File: config.mk
export PLATFORM = sky130hd
export DESIGN_NAME = nested_loop_ctrl
export DESIGN_NICKNAME = d
export VERILOG_FILES = /design/src/rtl/nested_loop_ctrl.sv
export SDC_FILE = /design/constraint.sdc
export NUM_CORES = 1
export LEC_CHECK = 0
export ABC_CLOCK_PERIOD_IN_PS = 1800
export CORE_MARGIN = 4
export CORE_UTILIZATION = 43
export CTS_CLUSTER_SIZE = 10
export DETAILED_ROUTE_END_ITERATION = 10
export PLACE_DENSITY = 0.75
export SLEW_MARGIN = 20
export SYNTH_ARGS = -nofsm -noshare
export SYNTH_HDL_FRONTEND = slang
export SYNTH_SLANG_ARGS = --single-unit
File: constraint.sdc
create_clock -name Clk -period 1.8 [get_ports Clk]
set_clock_uncertainty 0.1 [all_clocks]
set_input_delay 0.36 -clock Clk [delete_from_list [all_inputs] [get_ports Clk]]
set_output_delay 0.36 -clock Clk [all_outputs]
set_load 0.01 [all_outputs]
File: src/rtl/nested_loop_ctrl.sv
// Sequencer for a three-deep i/j/k loop nest over external counter registers.
// It clears and steps the counters and handshakes one body execution per (i,j,k).
module nested_loop_ctrl #(
    parameter int CNT_W = 16
) (
    input  logic             Clk,
    input  logic             RST,
    input  logic             start,
    input  logic             step_ack,
    input  logic             z_i,
    input  logic             z_j,
    input  logic             z_k,
    output logic             rst_i,
    output logic             rst_j,
    output logic             rst_k,
    output logic             inc_i,
    output logic             inc_j,
    output logic             inc_k,
    output logic             step_req,
    output logic             busy,
    output logic             done,
    output logic [CNT_W-1:0] step_cnt
);

    typedef enum logic [3:0] {
        IDLE, CLR, CHK0, BODY, INCK, CHKK,
        INCJ, CHKJ, INCI, CHKI, DONE
    } state_t;

    state_t           state_q, state_d;
    logic [CNT_W-1:0] cnt_q, cnt_d;
    logic rst_i_q, rst_j_q, rst_k_q;
    logic rst_i_d, rst_j_d, rst_k_d;
    logic inc_i_q, inc_j_q, inc_k_q;
    logic inc_i_d, inc_j_d, inc_k_d;
    logic req_q, busy_q, done_q;
    logic req_d, busy_d, done_d;

    // z flags are only trusted in CHK* states, one cycle after a strobe
    always_comb begin
        state_d = state_q;
        cnt_d   = cnt_q;
        unique case (state_q)
            IDLE: if (start) begin
                state_d = CLR;
                cnt_d   = '0;
            end
            CLR:  state_d = CHK0;
            CHK0: state_d = (z_i | z_j | z_k) ? DONE : BODY;
            BODY: if (step_ack) begin
                state_d = INCK;
                cnt_d   = cnt_q + 1'b1;
            end
            INCK: state_d = CHKK;
            CHKK: state_d = z_k ? INCJ : BODY;
            INCJ: state_d = CHKJ;
            CHKJ: state_d = z_j ? INCI : BODY;
            INCI: state_d = CHKI;
            CHKI: state_d = z_i ? DONE : BODY;
            DONE: state_d = IDLE;
            default: state_d = IDLE;
        endcase
    end

    // Outputs decoded from the next state so they are registered with it
    always_comb begin
        rst_i_d = (state_d == CLR);
        rst_j_d = (state_d == CLR) || (state_d == INCI);
        rst_k_d = (state_d == CLR) || (state_d == INCJ);
        inc_i_d = (state_d == INCI);
        inc_j_d = (state_d == INCJ);
        inc_k_d = (state_d == INCK);
        req_d   = (state_d == BODY);
        busy_d  = (state_d != IDLE);
        done_d  = (state_d == DONE);
    end

    always_ff @(posedge Clk) begin
        if (RST) begin
            state_q <= IDLE;
            cnt_q   <= '0;
            rst_i_q <= 1'b0;
            rst_j_q <= 1'b0;
            rst_k_q <= 1'b0;
            inc_i_q <= 1'b0;
            inc_j_q <= 1'b0;
            inc_k_q <= 1'b0;
            req_q   <= 1'b0;
            busy_q  <= 1'b0;
            done_q  <= 1'b0;
        end else begin
            state_q <= state_d;
            cnt_q   <= cnt_d;
            rst_i_q <= rst_i_d;
            rst_j_q <= rst_j_d;
            rst_k_q <= rst_k_d;
            inc_i_q <= inc_i_d;
            inc_j_q <= inc_j_d;
            inc_k_q <= inc_k_d;
            req_q   <= req_d;
            busy_q  <= busy_d;
            done_q  <= done_d;
        end
    end

    assign rst_i    = rst_i_q;
    assign rst_j    = rst_j_q;
    assign rst_k    = rst_k_q;
    assign inc_i    = inc_i_q;
    assign inc_j    = inc_j_q;
    assign inc_k    = inc_k_q;
    assign step_req = req_q;
    assign busy     = busy_q;
    assign done     = done_q;
    assign step_cnt = cnt_q;

endmodule

# After elaboration in Yosys (flattened, before gate mapping)
# Cells that the tools add are included.
# classes
n_mux,10
add_sub_neg,1
order_cmp,0
n_shift,0
n_div,0
reduce_logical,6
eq_ne,17
mul,0
bitwise,2
# ops
op,count
$pmux 4 s10,1
$mux 16,2
$pmux 16 s2,1
$eq 4x3->1 const B,6
$mux 4,5
$add 16x1->16 const B,1
$eq 4x4->1 const B,4
$eq 4x2->1 const B,3
$eq 4x1->1 const B,2
$logic_not 4->1,1
$ne 2x2->1 const B,2
$reduce_bool 4->1,1
$mux 3,1
$reduce_and 3->1,1
$logic_or 1x1->1,2
$or 1x1->1,2
$reduce_bool 2->1,1
# word_totals
wordCells,47
ram_bits,0
reg_bits,29
latchBits,0
romBits,0
inputBits,7
n_memories,0
out_inout_bits,25

# Longest topological paths before layout
# Gate-level depths: netlist of the first run.
# depth
ltp_word,6
depth_mapped,7
depth_no_buf,6

# Worst setup path before layout of the first run
# OpenSTA, ideal clock, no wires.
# synth_timing
path_type,register -> register
from,reg state_q[0]
to,"reg cnt_q[11], in the netlist step_cnt[11]"
arrival_time_ps,1615
slack_ps,-44
t_required_ps,1571
n_path_buf,1
stages_incl_launch_ff,7
setup_time_ps,129
period_less_slack_ps,1844
path_cell_list,dfxtp_1 > buf_6 > or3b_4 > a2111oi_4 > nand4_1 > xor2_1 > nor2_1
# synth_between
elab_chain_len,3
word_cells_on_any_way,7
classes_between,eq/ne (3); mux (1); reduce/logical (3)
# synth_rtl
element,line,rtl
"start, declared",30,"state_t state_q, state_d;"
"start signal, assigned",92,state_q <= state_d;
$eq 4x2->1 or $logic_not 4->1 (tied branches),43,unique case (state_q)
$ne 2x2->1 (no source line) or $reduce_bool 2->1 (tied branches),-,
$reduce_and 3->1 (no source line),-,
"end signal, assigned",93,cnt_q <= cnt_d;
"end, declared",31,"logic [CNT_W-1:0] cnt_q, cnt_d;"
# Parallel ways exist; a longest one is shown, timed or not.
# A chain may end at the register's enable or synchronous reset.

# Final worst setup path of the first run
# layout_timing
from,reg state_q[0]
to,"reg cnt_q[5], in the netlist step_cnt[5]"
# The elaborated chain is that of the path after synthesis.

==> results of run 1 <==
[worst paths after layout]
check	start	end	slack, ns
setup / recovery	state_q[0]	step_cnt[5]	-0.02
hold / removal	step_ack	step_cnt[2]	0.36
setup reg to reg	state_q[0]	step_cnt[5]	-0.02
hold reg to reg	step_cnt[10]	step_cnt[10]	0.44
[state kept, by name, indices dropped and copies added (netlist names)]
| signal | cells |
|---|---|
| step_cnt | 16 |
| state_q | 4 |
| busy | 1 |
| done | 1 |
| inc_i | 1 |
| inc_j | 1 |
| inc_k | 1 |
| rst_i | 1 |
| rst_j | 1 |
| rst_k | 1 |
| step_req | 1 |
[cell families after synthesis]
group	after synthesis	share of synthesized area
flops	29	0.4377
mux	1	0.008490
simple gates	72	0.2962
compound gates	22	0.1321
buf+inv	10	0.03679
xor+xnor	12	0.07924
fa+ha+maj	1	0.009432
[power groups by stage]
stage               combinational [uW]  clock (uW)  sequential, uW
floorplan                          175           0             716
global placement                   331           0             713
detailed placement                 340           0             714
CTS                                355         572             698
global route                       448         610             704
finish                             415         561             700
[cell type report]
cell class | instances | area [um2] | area share
multi-input combinational | 108 | 782.0 | 0.3795
sequential | 29 | 601.8 | 0.2920
timing repair buffer | 58 | 534.3 | 0.2593
clock buffer | 6 | 51.30 | 0.02489
tap | 31 | 38.79 | 0.01882
clock inverter | 2 | 37.54 | 0.01821
inverter | 4 | 15.01 | 0.007286
[metal layers]
layer	wire (um)	track usage	vias up	part of all wire
li1	-	-	632	-
met1	1442	0.2041	615	0.41
met5	0	0	-	0
met4	72	0.07278	0	0.020
met3	162	0.07105	6	0.046
met2	1873	0.3064	41	0.53
[worst reg2reg max path, stage by stage, from the launching register on]
cell	delay (ns)
dfxtp_4	0.38
or3b_4	0.41
a2111oi_4	0.29
buf_4	0.20
buf_4	0.12
buf_6	0.08
xnor2_1	0.10
nor2_1	0.05
[layout by cell type, fill, tap and decap left out, types with 4 or more instances in the layout]
cell / instances
clkdlybuf4s50_1: 24
buf_4: 24
nor2_1: 18
dfxtp_1: 18
nand2_1: 11
xor2_1: 11
dfxtp_2: 8
nand3_1: 6
nand4_1: 5
clkbuf_4: 5
dlymetal6s2s_1: 5
nor3b_1: 4
a21oi_1: 4
inv_1: 4
nor3_1: 4
[stage by stage]
stage / util / instance area [um2] / std cells / power [uW]
2_1_floorplan: - / 1331 / 147 / 891.7
3_3_place_gp: 0.6298 / 1797 / 223 / 1044
3_5_place_dp: 0.6298 / 1797 / 223 / 1054
4_1_cts: 0.6741 / 1923 / 234 / 1624
5_1_grt: 0.7224 / 2061 / 238 / 1762
6_report: 0.7224 / 2061 / 238 / 1677
[timing repair]
item	4_1_cts	5_1_grt
endpoints found under the setup margin	17	28
gates resized for setup	9	35
setup buffers	3	4
pin swaps	3	9
==> reports/results.txt, run 1 <==
worst r2r path cells: 7
PnR worst setup slack: -0.01865 ns
share of cells above drive strength 1: 0.3285
largest area contributor in the netlist: dfxtp_1
first-pass detailed-route iteration total: 4
DRC errors left: 0
Final TNS setup: -0.01865 ns
Initial DRC Count: 78
status: finished with violations
CTS tree: yes
sw power: 447.0 uW
worst path required time: 1.93 ns
quantity of hold-fixing buffers added after cts: 0
Mapped Area: 1326 um2
sequential share of the synthesized area: 0.4377
Synth Warn #: 0
startpoint type of the worst setup path: register
Buffers on Ports: 31
Slew headroom: 0.7781
most used cell, CP: buf_4
CTS H-Tree Depth: 2
Fin Hold WS: 0.3648 ns
Die Width: 63.54 um
Overflow after GRT: 0
crit path kind: register to register
crit path buf inv count: 3
hold-critical path depth: 3
post-layout minimum cycle time: 1.819 ns
Pint: 1230 uW
PwrDens: 813.6 nW/um2
Reg clk slew, reported paths: 0.10 ns
Post-synth EDFFs: 0
hold crit path type: primary input to register
diodes inserted: 0
ratio of final minimum period to clock period: 1.010
largest stage delay on the critical path: 0.40 ns
f_max: 549.9 MHz
Comb power frac: 0.248
violated checks: setup timing
Worst Path Arrival: 1.95 ns
Slew Limit Fails: 0
global-route wire length before repair: 5720 um
CP top delay family: simple AND/OR/NAND/NOR gates
Syn Area/Cell: 9.022 um2
io pins: 32
Peak VDD IR: 570.0 uV
Layout area overhead: 55.38%
CP endpoint kind: register
FP Rows: 19
maxcap violations: 0
Clock Sinks: 29
vias per std cell: 5.437
Clock Power Share: 0.335
pre-CTS setup slack: -0.4776 ns
crit-path max FO: 6
Cell Chain, Critical Path: or3b_4 > a2111oi_4 > buf_4 > buf_4 > buf_6 > xnor2_1 > nor2_1
predominant post-synthesis flop cell: dfxtp_1
post-route ant nets: 0
GRT Total Usage: 0.1819
Sw Ratio: 0.2666
later-pin clock latency in the skew report: 0.33 ns
Synth async-reset ratio: 0
largest net degree at the start of global routing: 11
HPWL after DPL: 2394 um
endpoints failing setup: 1
initial antenna violation count: 0
vias: 1294
Final Wtd Congestion: 0.8134
clk buf depth: 2
Routed wire per std cell: 14.92 um
Initial Util: 0.4649
total core area: 2853 um2
Die ar.: 4037 um2
clock root buffer: clkbuf_4
vias in the first global route: 1223
Mapped Nets: 155
# nets final: 214
slowest CP cell: or3b_4
Sequential Power Share: 0.417
TritonCTS Buffers: 5
library cells used by synthesis: 36
area fraction of the dominant cell type after synthesis: 0.4377
Area contributors post-synth: dfxtp_1 44%, xor2_1 7.3%, nor2_1 5.1%, nand3_1 3.4%, nor3b_1 3.4%
Worst-Margin Slew: 0.3307 ns
Mapped Cells: 147
WP depth: 7
unrepaired setup endpoints after global routing: true
synthesis-stage register bit count: 29
final hold vios: 0
drt total wl: 3550 um
most frequent cells after synthesis: 29 x dfxtp_1, 18 x nor2_1, 11 x nand2_1, 11 x xor2_1, 9 x nand3_1
top-count cell post-synth: dfxtp_1
Die Height: 63.54 um
Fill cells: 208
P_leak: 0.0008800 uW
Note: power is estimated with default switching activity, not from simulation.
==> inputs of run 2 (changes only) <==
--- a/config.mk
+++ b/config.mk
@@ -6,11 +6,13 @@
 export NUM_CORES = 1
 export LEC_CHECK = 0
 export ABC_CLOCK_PERIOD_IN_PS = 1800
+export CAP_MARGIN = 20
 export CORE_MARGIN = 4
-export CORE_UTILIZATION = 43
+export CORE_UTILIZATION = 45
 export CTS_CLUSTER_SIZE = 10
 export DETAILED_ROUTE_END_ITERATION = 10
-export PLACE_DENSITY = 0.75
+export DONT_BUFFER_PORTS = 1
+export PLACE_DENSITY = 0.63
 export SLEW_MARGIN = 20
 export SYNTH_ARGS = -nofsm -noshare
 export SYNTH_HDL_FRONTEND = slang
==> reports/results.txt, run 2 (synthesis results as in run 1) <==
footprint of the multi-input gates: 758.2 um2 (-3.0%)
Reg area: 593.1 um2 (-1.5%)
Final Instance Count excl. Fillers: 207 (-13%)
largest net degree at the start of global routing: 14 (+3)
Worst-Margin Slew: 0.4164 ns (+0.08578 ns)
f_max: 562.1 MHz (+2.2%)
R2R Path End: step_cnt[13]
clock root buffer: clkbuf_4
HPWL after DPL: 2247 um (-6.1%)
startpoint type of the worst setup path: register
Comb power frac: 0.189 (-0.059)
largest stage delay on the critical path: 0.42 ns (+0.02 ns)
Layout area overhead: 28.11%
total core area: 2781 um2 (-2.5%)
Slew headroom: 0.7194 (-0.05864)
maxcap violations: 0 (unchanged)
share of cells above drive strength 1: 0.3239 (-0.004639)
endpoints failing setup: 0 (-1)
Fill cells: 247 (+19%)
diodes inserted: 0 (unchanged)
most frequent cells in the layout: 25 x dfxtp_1, 25 x buf_4, 17 x nor2_1
post-layout minimum cycle time: 1.779 ns (-0.03953 ns)
Die Width: 62.29 um (-2.0%)
CTS H-Tree Depth: 2 (unchanged)
global-route wire length before repair: 5326 um (-6.9%)
Routed wire per std cell: 15.53 um (+4.1%)
Cell Chain, Critical Path: or3b_4 > a2111oi_4 > buf_4 > nand3_1 > xor2_1 > nor2_1
Reg clk slew, reported paths: 0.09 ns (about the same)
Critical path origin: state_q[0]
max FFs per register: 16 (unchanged)
CTS tree: yes
Fin Hold WS: 0.1002 ns (-0.2646 ns)
Sequential Power Share: 0.458 (+0.041)
Sw Ratio: 0.2661 (-0.0004626)
reg2reg start: state_q[0]
FP Rows: 19 (unchanged)
clk buf depth: 2 (unchanged)
Clock Power Share: 0.353 (+0.018)
Die Height: 62.29 um (-2.0%)
DRC errors left: 0 (unchanged)
Peak VDD IR: 844.9 uV (+48%)
Slew Limit Fails: 0 (unchanged)
status: finished, final reports clean
GRT Total Usage: 0.1698 (-0.01205)
sw power: 419.3 uW (-6.2%)
ratio of final minimum period to clock period: 0.9884 (-0.02196)
Initial Util: 0.4768 (+0.01192)
Buffers on Ports: 0 (-100%)
Final Wtd Congestion: 0.8546 (+5.1%)
vias per std cell: 5.725 (+5.3%)
Die ar.: 3880 um2 (-3.9%)
Final TNS setup: 0 ns (+0.01865 ns)
slowest CP cell: or3b_4
final hold vios: 0 (unchanged)
worst path required time: 1.92 ns (about the same)
vias in the first global route: 1159 (-5.2%)
unrepaired setup endpoints after global routing: true
PwrDens: 927.3 nW/um2 (+14%)
drt total wl: 3214 um (-9.5%)
initial antenna violation count: 0 (unchanged)
Worst Setup EP: step_cnt[13]
Worst Path Arrival: 1.90 ns (-0.05 ns)
R2R Setup Slk: 0.02 ns (+0.04 ns)
Placed Cells: 194 (-13%)
worst r2r path cells: 6 (-1)
first-pass detailed-route iteration total: 4 (unchanged)
crit-path max FO: 7 (+1)
P_leak: 0.0006821 uW (-22%)
Clock Sinks: 29 (unchanged)
Overflow after GRT: 0 (unchanged)
TritonCTS Buffers: 5 (unchanged)
crit path kind: register to register
Pint: 1156 uW (-6.0%)
CP endpoint kind: register
hold crit path type: primary input to register
later-pin clock latency in the skew report: 0.33 ns (about the same)
Initial DRC Count: 42 (-46%)
vias: 1185 (-8.4%)
io pins: 32 (unchanged)
# nets final: 183 (-14%)
post-route ant nets: 0 (unchanged)
[run 2: power groups by stage]
stage	Combinational (uW)	Sequential [uW]	Clock [uW]
2_1_floorplan	175	716	0
3_3_place_gp	230	731	0
3_5_place_dp	231	730	0
4_1_cts	252	722	570
5_1_grt	324	725	604
6_report	297	722	557
[run 2: layer usage]
| layer | GRT usage | up-vias | wire, um |
|---|---|---|---|
| li1 | - | 579 | - |
| met1 | 0.2004 | 563 | 1409 |
| met2 | 0.2591 | 35 | 1482 |
| met3 | 0.06847 | 8 | 263 |
| met4 | 0.09549 | 0 | 59 |
| met5 | 0 | - | 0 |
[run 2: worst min path at each step]
stage,start,to,slack [ns],cells after the start
floorplan,step_cnt[1],step_cnt[1],0.43,2
global placement,RST,step_cnt[1],0.33,1
detailed placement,RST,state_q[1],0.33,1
CTS,RST,busy,0.09,1
global route,RST,busy,0.08,1
finish,RST,busy,0.10,1
[run 2: stage by stage]
step | worst slack, ns | power [uW] | area [um2] | utilization
floorplan | 0.00001144 | 891.7 | 1331 | -
global placement | -0.07202 | 960.6 | 1501 | 0.5398
detailed placement | -0.07952 | 961.1 | 1501 | 0.5398
CTS | 0.002872 | 1543 | 1622 | 0.5830
global route | -0.09574 | 1654 | 1699 | 0.6109
finish | 0.02088 | 1576 | 1699 | 0.6109
[run 2: area by class of cell]
| cell class | count | area share |
|---|---|---|
| Clock buffer | 7 | 0.03240 |
| Clock inverter | 1 | 0.01767 |
| Inverter | 4 | 0.008837 |
| Multi-Input combinational cell | 108 | 0.4462 |
| Sequential cell | 29 | 0.3490 |
| Tap cell | 31 | 0.02283 |
| Timing Repair Buffer | 27 | 0.1230 |
[run 2: worst max-delay path: cells and delay by family, from the launching register on]
kind / cells / cell delay, ns
DFF: 1 / 0.38
and+or+nand+nor: 3 / 0.56
AOI/OAI and AO/OA: 1 / 0.28
xor gates and xnor gates: 1 / 0.17
buffers and inverters: 1 / 0.19
[run 2: what timing repair did]
| item | in CTS | in global routing |
|---|---|---|
| pin swaps | 1 | 6 |
| setup endpoints to repair | 7 | 16 |
| endpoints found under the hold margin | 8 | 0 |
| buffers inserted | 1 | 3 |
| resized for setup | 7 | 16 |
| hold buffers | 1 | 0 |
